<file path="src/rtl/encoder_pkg.sv">
// Shared types and defaults for the encoder job scheduler and its arbiter.
// Holds the scheduler state encoding plus the encoder-facing index width.
package encoder_pkg;

    localparam int FILE_IDX_W      = 10;
    localparam int DEFAULT_N_REQ   = 4;
    localparam int DEFAULT_TIMEOUT = 4096;

    typedef enum logic [1:0] {
        IDLE  = 2'd0,
        START = 2'd1,
        WAIT  = 2'd2,
        DONE  = 2'd3
    } sched_state_t;

    // Requester index width; a single bit even for the degenerate N_REQ=1 case.
    function automatic int ptr_width(input int n);
        return (n > 1) ? $clog2(n) : 1;
    endfunction

endpackage

</file>
<file path="src/rtl/rr_arbiter.sv">
// Combinational round-robin arbiter: first set request at or above ptr,
// wrapping from N_REQ-1 back to 0 (works for non-power-of-two N_REQ).
module rr_arbiter #(
    parameter int N_REQ = 4,
    parameter int PTR_W = 2
) (
    input  logic [N_REQ-1:0] req,
    input  logic [PTR_W-1:0] ptr,
    output logic [N_REQ-1:0] gnt_onehot,
    output logic [PTR_W-1:0] gnt_idx,
    output logic             gnt_valid
);

    logic [PTR_W-1:0] cand [N_REQ];

    genvar gi;
    generate
        for (gi = 0; gi < N_REQ; gi++) begin : g_cand
            assign cand[gi] = PTR_W'((int'(ptr) + gi) % N_REQ);
        end
    endgenerate

    always_comb begin
        gnt_onehot = '0;
        gnt_idx    = '0;
        gnt_valid  = 1'b0;
        // Walk from the farthest candidate back so the nearest to ptr wins.
        for (int k = N_REQ - 1; k >= 0; k--) begin
            if (req[cand[k]]) begin
                gnt_idx   = cand[k];
                gnt_valid = 1'b1;
            end
        end
        if (gnt_valid) begin
            gnt_onehot = N_REQ'(1) << gnt_idx;
        end
    end

endmodule

</file>
<file path="src/rtl/encoder_job_scheduler.sv">
// Shares one encoder among N_REQ requesters: round-robin grant, start pulse,
// wait for finish, done pulse. ENC_SCHED_TIMEOUT_EN adds a WAIT watchdog.
module encoder_job_scheduler
    import encoder_pkg::*;
#(
    parameter int N_REQ   = DEFAULT_N_REQ,
    parameter int IDX_W   = FILE_IDX_W,
    parameter int TIMEOUT = DEFAULT_TIMEOUT
) (
    input  logic                   clk,
    input  logic                   rst,
    input  logic [N_REQ-1:0]       req,
    input  logic [N_REQ*IDX_W-1:0] req_file_index,
    output logic [N_REQ-1:0]       grant,
    output logic [N_REQ-1:0]       done,
    output logic                   err,
    output logic                   busy,
    output logic                   enc_start,
    output logic [IDX_W-1:0]       enc_file_index,
    input  logic                   enc_finish
);

    localparam int PTR_W = ptr_width(N_REQ);

    sched_state_t     state_q, state_d;
    logic [N_REQ-1:0] grant_q, grant_d;
    logic [N_REQ-1:0] done_q, done_d;
    logic             err_q, err_d;
    logic             busy_q, busy_d;
    logic             enc_start_q, enc_start_d;
    logic [IDX_W-1:0] idx_q, idx_d;
    logic [PTR_W-1:0] ptr_q, ptr_d;
    logic [PTR_W-1:0] winner_q, winner_d;

    logic [N_REQ-1:0] arb_onehot;
    logic [PTR_W-1:0] arb_idx;
    logic             arb_valid;
    logic             timeout_hit;

    rr_arbiter #(
        .N_REQ (N_REQ),
        .PTR_W (PTR_W)
    ) u_rr_arbiter (
        .req        (req),
        .ptr        (ptr_q),
        .gnt_onehot (arb_onehot),
        .gnt_idx    (arb_idx),
        .gnt_valid  (arb_valid)
    );

`ifdef ENC_SCHED_TIMEOUT_EN
    localparam int WD_W = $clog2(TIMEOUT + 1);

    logic [WD_W-1:0] wd_q, wd_d;

    // Counter holds the number of WAIT cycles already completed.
    always_comb begin
        wd_d        = wd_q;
        timeout_hit = 1'b0;
        if (state_q == START) begin
            wd_d = '0;
        end else if (state_q == WAIT) begin
            wd_d        = wd_q + 1'b1;
            timeout_hit = (wd_d == WD_W'(TIMEOUT));
        end
    end
`else
    localparam int unused_timeout = TIMEOUT;

    assign timeout_hit = 1'b0;
`endif

    always_comb begin
        state_d     = state_q;
        grant_d     = grant_q;
        done_d      = '0;
        err_d       = 1'b0;
        enc_start_d = 1'b0;
        idx_d       = idx_q;
        ptr_d       = ptr_q;
        winner_d    = winner_q;

        case (state_q)
            IDLE: begin
                if (arb_valid) begin
                    state_d     = START;
                    grant_d     = arb_onehot;
                    winner_d    = arb_idx;
                    idx_d       = req_file_index[int'(arb_idx) * IDX_W +: IDX_W];
                    enc_start_d = 1'b1;
                end
            end
            START: begin
                state_d = WAIT;
            end
            WAIT: begin
                if (enc_finish || timeout_hit) begin
                    state_d = DONE;
                    done_d  = grant_q;
                    err_d   = timeout_hit && !enc_finish;
                end
            end
            DONE: begin
                state_d = IDLE;
                grant_d = '0;
                ptr_d   = (int'(winner_q) == N_REQ - 1) ? '0 : winner_q + 1'b1;
            end
            default: begin
                state_d = IDLE;
                grant_d = '0;
            end
        endcase

        busy_d = (state_d != IDLE);
    end

    always_ff @(posedge clk or negedge rst) begin
        if (!rst) begin
            state_q     <= IDLE;
            grant_q     <= '0;
            done_q      <= '0;
            err_q       <= 1'b0;
            busy_q      <= 1'b0;
            enc_start_q <= 1'b0;
            idx_q       <= '0;
            ptr_q       <= '0;
            winner_q    <= '0;
`ifdef ENC_SCHED_TIMEOUT_EN
            wd_q        <= '0;
`endif
        end else begin
            state_q     <= state_d;
            grant_q     <= grant_d;
            done_q      <= done_d;
            err_q       <= err_d;
            busy_q      <= busy_d;
            enc_start_q <= enc_start_d;
            idx_q       <= idx_d;
            ptr_q       <= ptr_d;
            winner_q    <= winner_d;
`ifdef ENC_SCHED_TIMEOUT_EN
            wd_q        <= wd_d;
`endif
        end
    end

    assign grant          = grant_q;
    assign done           = done_q;
    assign err            = err_q;
    assign busy           = busy_q;
    assign enc_start      = enc_start_q;
    assign enc_file_index = idx_q;

endmodule

</file>
<file path="config.mk">
export PLATFORM = sky130hd
export DESIGN_NAME = encoder_job_scheduler
export DESIGN_NICKNAME = d
export VERILOG_FILES = /design/src/rtl/encoder_pkg.sv /design/src/rtl/rr_arbiter.sv /design/src/rtl/encoder_job_scheduler.sv
export SDC_FILE = /design/constraint.sdc
export NUM_CORES = 1
export LEC_CHECK = 0
export BUFFER_PORTS_ARGS = -buffer_cell sky130_fd_sc_hd__buf_2
export CORE_ASPECT_RATIO = 1.5
export CORE_MARGIN = 3
export CORE_UTILIZATION = 49
export CTS_CLUSTER_DIAMETER = 80
export DETAILED_ROUTE_END_ITERATION = 6
export GPL_ROUTABILITY_DRIVEN = 0
export PLACE_DENSITY = 0.82
export RECOVER_POWER = 100
export SLEW_MARGIN = 25
export SYNTH_ARGS = -nofsm -noshare
export SYNTH_HDL_FRONTEND = slang
export SYNTH_SLANG_ARGS = --single-unit
</file>
<file path="constraint.sdc">
create_clock -name clk -period 2.3 [get_ports clk]
set_input_delay 0.115 -clock clk [delete_from_list [all_inputs] [get_ports clk]]
set_output_delay 0.115 -clock clk [all_outputs]
set_load 0.01 [all_outputs]
</file>
==> metrics.md <==
| Metric | Value |
|---|---|
| FF-to-FF End | enc_file_index[2]$_DFFE_PN0P_ |
| Initial Utilization | 51.7% |
| Post-Route WL | 3.63 mm |
| Crit-path max cell delay | 0.43 ns |
| Wirelength per Cell | about 15 µm |
| Static Leak | 0.912 nW |
| R2r worst-path depth | 5 |
| Pwr per Cell Area | 1150 nW/µm² |
| Post-CTS setup buffers | 0 |
| Top-Level Pins | 68 |
| Tmin final | 1.75 ns |
| Hold Crit Depth | 2 |
| Pin count of the biggest net entering global routing | 27 |
| DRC | 0 |
| Bufs and invs on worst path | 1 |
| Commonest cells after routing, fill and taps aside | buf_2, dfrtp_1, clkbuf_1, nand2_1, mux2i_1 |
| Worst slew margin | 9.34% |
| Final ANT Viol Nets | 0 |
| Placed Area | between 1500 and 2000 µm² |
| Global routing usage on met1 | 20.7% |
| Status | completed |
| First-pass GRT wire length | 5.73 mm |
| Clk sinks | 26 |
| RSZ-0062 raised after global routing | false |
| Die footprint | 3540 µm² |
| Period utilization | 76.0% |
| Final Hold Fails | 0 |
| Number of synthesized register bits | 26 |
| Post-DR vias/cell | 5.57 |
| Worst path slowest cell | dfrtp_1 |
| Vias in the first global route | 1,386 |
| Async set or reset register ratio after synthesis | 100% |
| Die Ht | 71.4 µm |
| Crit Path Max Fanout | 20 |
| Mapped Cells | 133 |
| Setup slack, reg-to-reg | 0.55 ns |
| Area delta synth->final | 26.0% |
| First-pass iteration count of the detailed router | 4 |
| GRT met3 Usage | ~2.7% |
| CTS tree | done |
| H-tree Lvls | 1 |
| Ant. Diodes | 0 |
| Initial antenna violation count | 0 |
| Layout Utilization | about two thirds |
| Worst setup margin | 0.552 ns |
| Port Buffers | 66 |
| Critical path's top delay family | compound AO/OA/AOI/OAI gates |
| Met2 Use GR | approximately two fifths |
| Non-Filler Instances | 237 |
| Mapped Area | 1400 µm² |
| WP data required | 2.43 ns |
| Post-synth cell types | 33 |
| CP Class | reg -> reg |
| Layout cells sized above 1 | about a quarter |
| EDFF count, synth | 0 |
| Row cnt | 23 |
| Clock transition at path regs | 0.08 ns |
| Startpoint class of the critical path | flip-flop |
| Final Skew | around 0.0032 ns |
| Nets | 254 |
| Final Setup Violations | 0 |
| Dpl ws | 0.559 ns |
| Maximum vdd drop | 592 µV |
| Syn Area/Cell | 10.5 µm² |
| Setup_tns | 0 ns |
| F_max | about 570 MHz |
| DR vias | 1,321 |
| Critical Path End Type | flip-flop |
| Main synth FF type | dfrtp_1 |
| Starting DRT DRC Count | 40 |
| GR peak layer | met2 |
| Placed instance count | 233 |
| CTS root buffer | clkbuf_8 |
| Worst-Skew Late Latency | 0.27 ns |
| Synth warn | 0 |
| CP Cell Sequence | a21o_1 > a21oi_4 > buf_4 > mux2i_1 > o221ai_1 |
| Commonest non-fill, non-tap cell in the layout | buf_2 |
| Syn nets | 185 |
| Sequential share of the synthesized area | 46.6% |
| Max_cap viols | 0 |
| DP Wirelength | just under 3 mm |
| GRT Total Usage | 20.7% |
| Die X-Extent | slightly below 50 µm |
| HP Start | enc_finish |
| Gr ovfl total | 0 |
| CTS Buf Count | 3 |
| Hold Path Class | in -> reg |
| Post-route cell area | about 1800 µm² |
| Worst reg2reg startpoint | ptr_q[1]$_DFFE_PN0P_ |
| Core footprint | 2710 µm² |
| Slew @ Worst Pin | ~1.4 ns |
| Worst Hold End | done[0]$_DFF_PN0_ |
| Slew Viols, Final | 0 |
| # fillers | 244 |
| Post-layout power | 2.02 mW |
| Arr. time, crit path | approximately 1.9 ns |
| Hold Slack | 0.135 ns |
| Clock Tree Buf Depth | 2 |
state kept, by name, summed over array words and instances (netlist names):
signal / count
enc_file_index: 10
done: 4
grant: 4
ptr_q: 2
state_q: 2
winner_q: 2
busy: 1
enc_start: 1
timing repair:
| action | in CTS | in global routing |
|---|---|---|
| hold buffers | 1 | 0 |
| resized for setup | 0 | 0 |
| hold endpoints to repair | 26 | 0 |
worst max-delay path by stage:
| stage | slack (ns) | end | depth (start not counted) | from |
|---|---|---|---|---|
| finish | 0.55 | enc_file_index[2]$_DFFE_PN0P_ | 5 | ptr_q[1]$_DFFE_PN0P_ |
| global route | 0.44 | enc_file_index[1]$_DFFE_PN0P_ | 5 | ptr_q[0]$_DFFE_PN0P_ |
| CTS | 0.56 | enc_file_index[9]$_DFFE_PN0P_ | 5 | ptr_q[1]$_DFFE_PN0P_ |
| detailed placement | 0.56 | enc_file_index[9]$_DFFE_PN0P_ | 5 | ptr_q[1]$_DFFE_PN0P_ |
| global placement | 0.69 | enc_file_index[9]$_DFFE_PN0P_ | 5 | ptr_q[0]$_DFFE_PN0P_ |
| floorplan | 0.83 | enc_file_index[0]$_DFFE_PN0P_ | 5 | ptr_q[1]$_DFFE_PN0P_ |
cell families after synthesis:
family / count (synthesis) / synth area share [%]
other: 1 / 0.268
adders and majority gates: 5 / 4.48
muxes: 21 / 15.1
DFF: 26 / 46.6
buffers and inverters: 14 / 6.00
AOI/OAI and AO/OA: 29 / 15.4
and+or+nand+nor: 37 / 12.2
area by class of cell:
type	count	area [µm²]	share of cell area [%]
inverters	9	33.8	1.92
clock buffers	3	41.3	2.35
repair buffers	69	325	18.5
flip-flops and latches	26	651	37.0
multi-input cells	93	663	37.7
well taps	37	46.3	2.63
worst reg2reg max path, stage by stage (launching register included):
cell	delay, ns
dfrtp_1	0.43
a21o_1	0.21
a21oi_4	0.20
buf_4	0.36
mux2i_1	0.28
o221ai_1	0.13
report_power, final:
| part | total, mW | internal, mW | leakage, nW | switching, mW |
|---|---|---|---|---|
| clock | 0.250 | 0.117 | 0.0216 | 0.133 |
| combinational | 0.999 | 0.411 | 0.560 | 0.588 |
| sequential | 0.774 | 0.649 | 0.330 | 0.124 |
layer usage:
| metal | share of wire [%] | wire length (µm) | up-vias |
|---|---|---|---|
| met4 | 2.4 | 86 | 0 |
| met3 | 6.8 | 246 | 9 |
| met5 | 0 | 0 | - |
| met1 | 34 | 1250 | 638 |
| met2 | 56 | 2040 | 59 |
| li1 | - | - | 615 |
synthesized netlist by cell type (2+ instances only):
library cell	instances	share of area, %
nand2_1	20	5.4
a22o_1	2	1.3
dfrtp_1	26	47
nand2b_1	2	0.90
and3_1	4	1.8
ha_1	5	4.5
o221ai_1	10	6.3
mux2i_1	20	14
nand3_1	2	0.72
o21ai_1	3	1.1
clkbuf_1	2	0.54
o21ai_0	3	1.1
inv_1	8	2.1
a21oi_1	4	1.4
nor2_1	4	1.1
(Power assumes the default switching activity.)
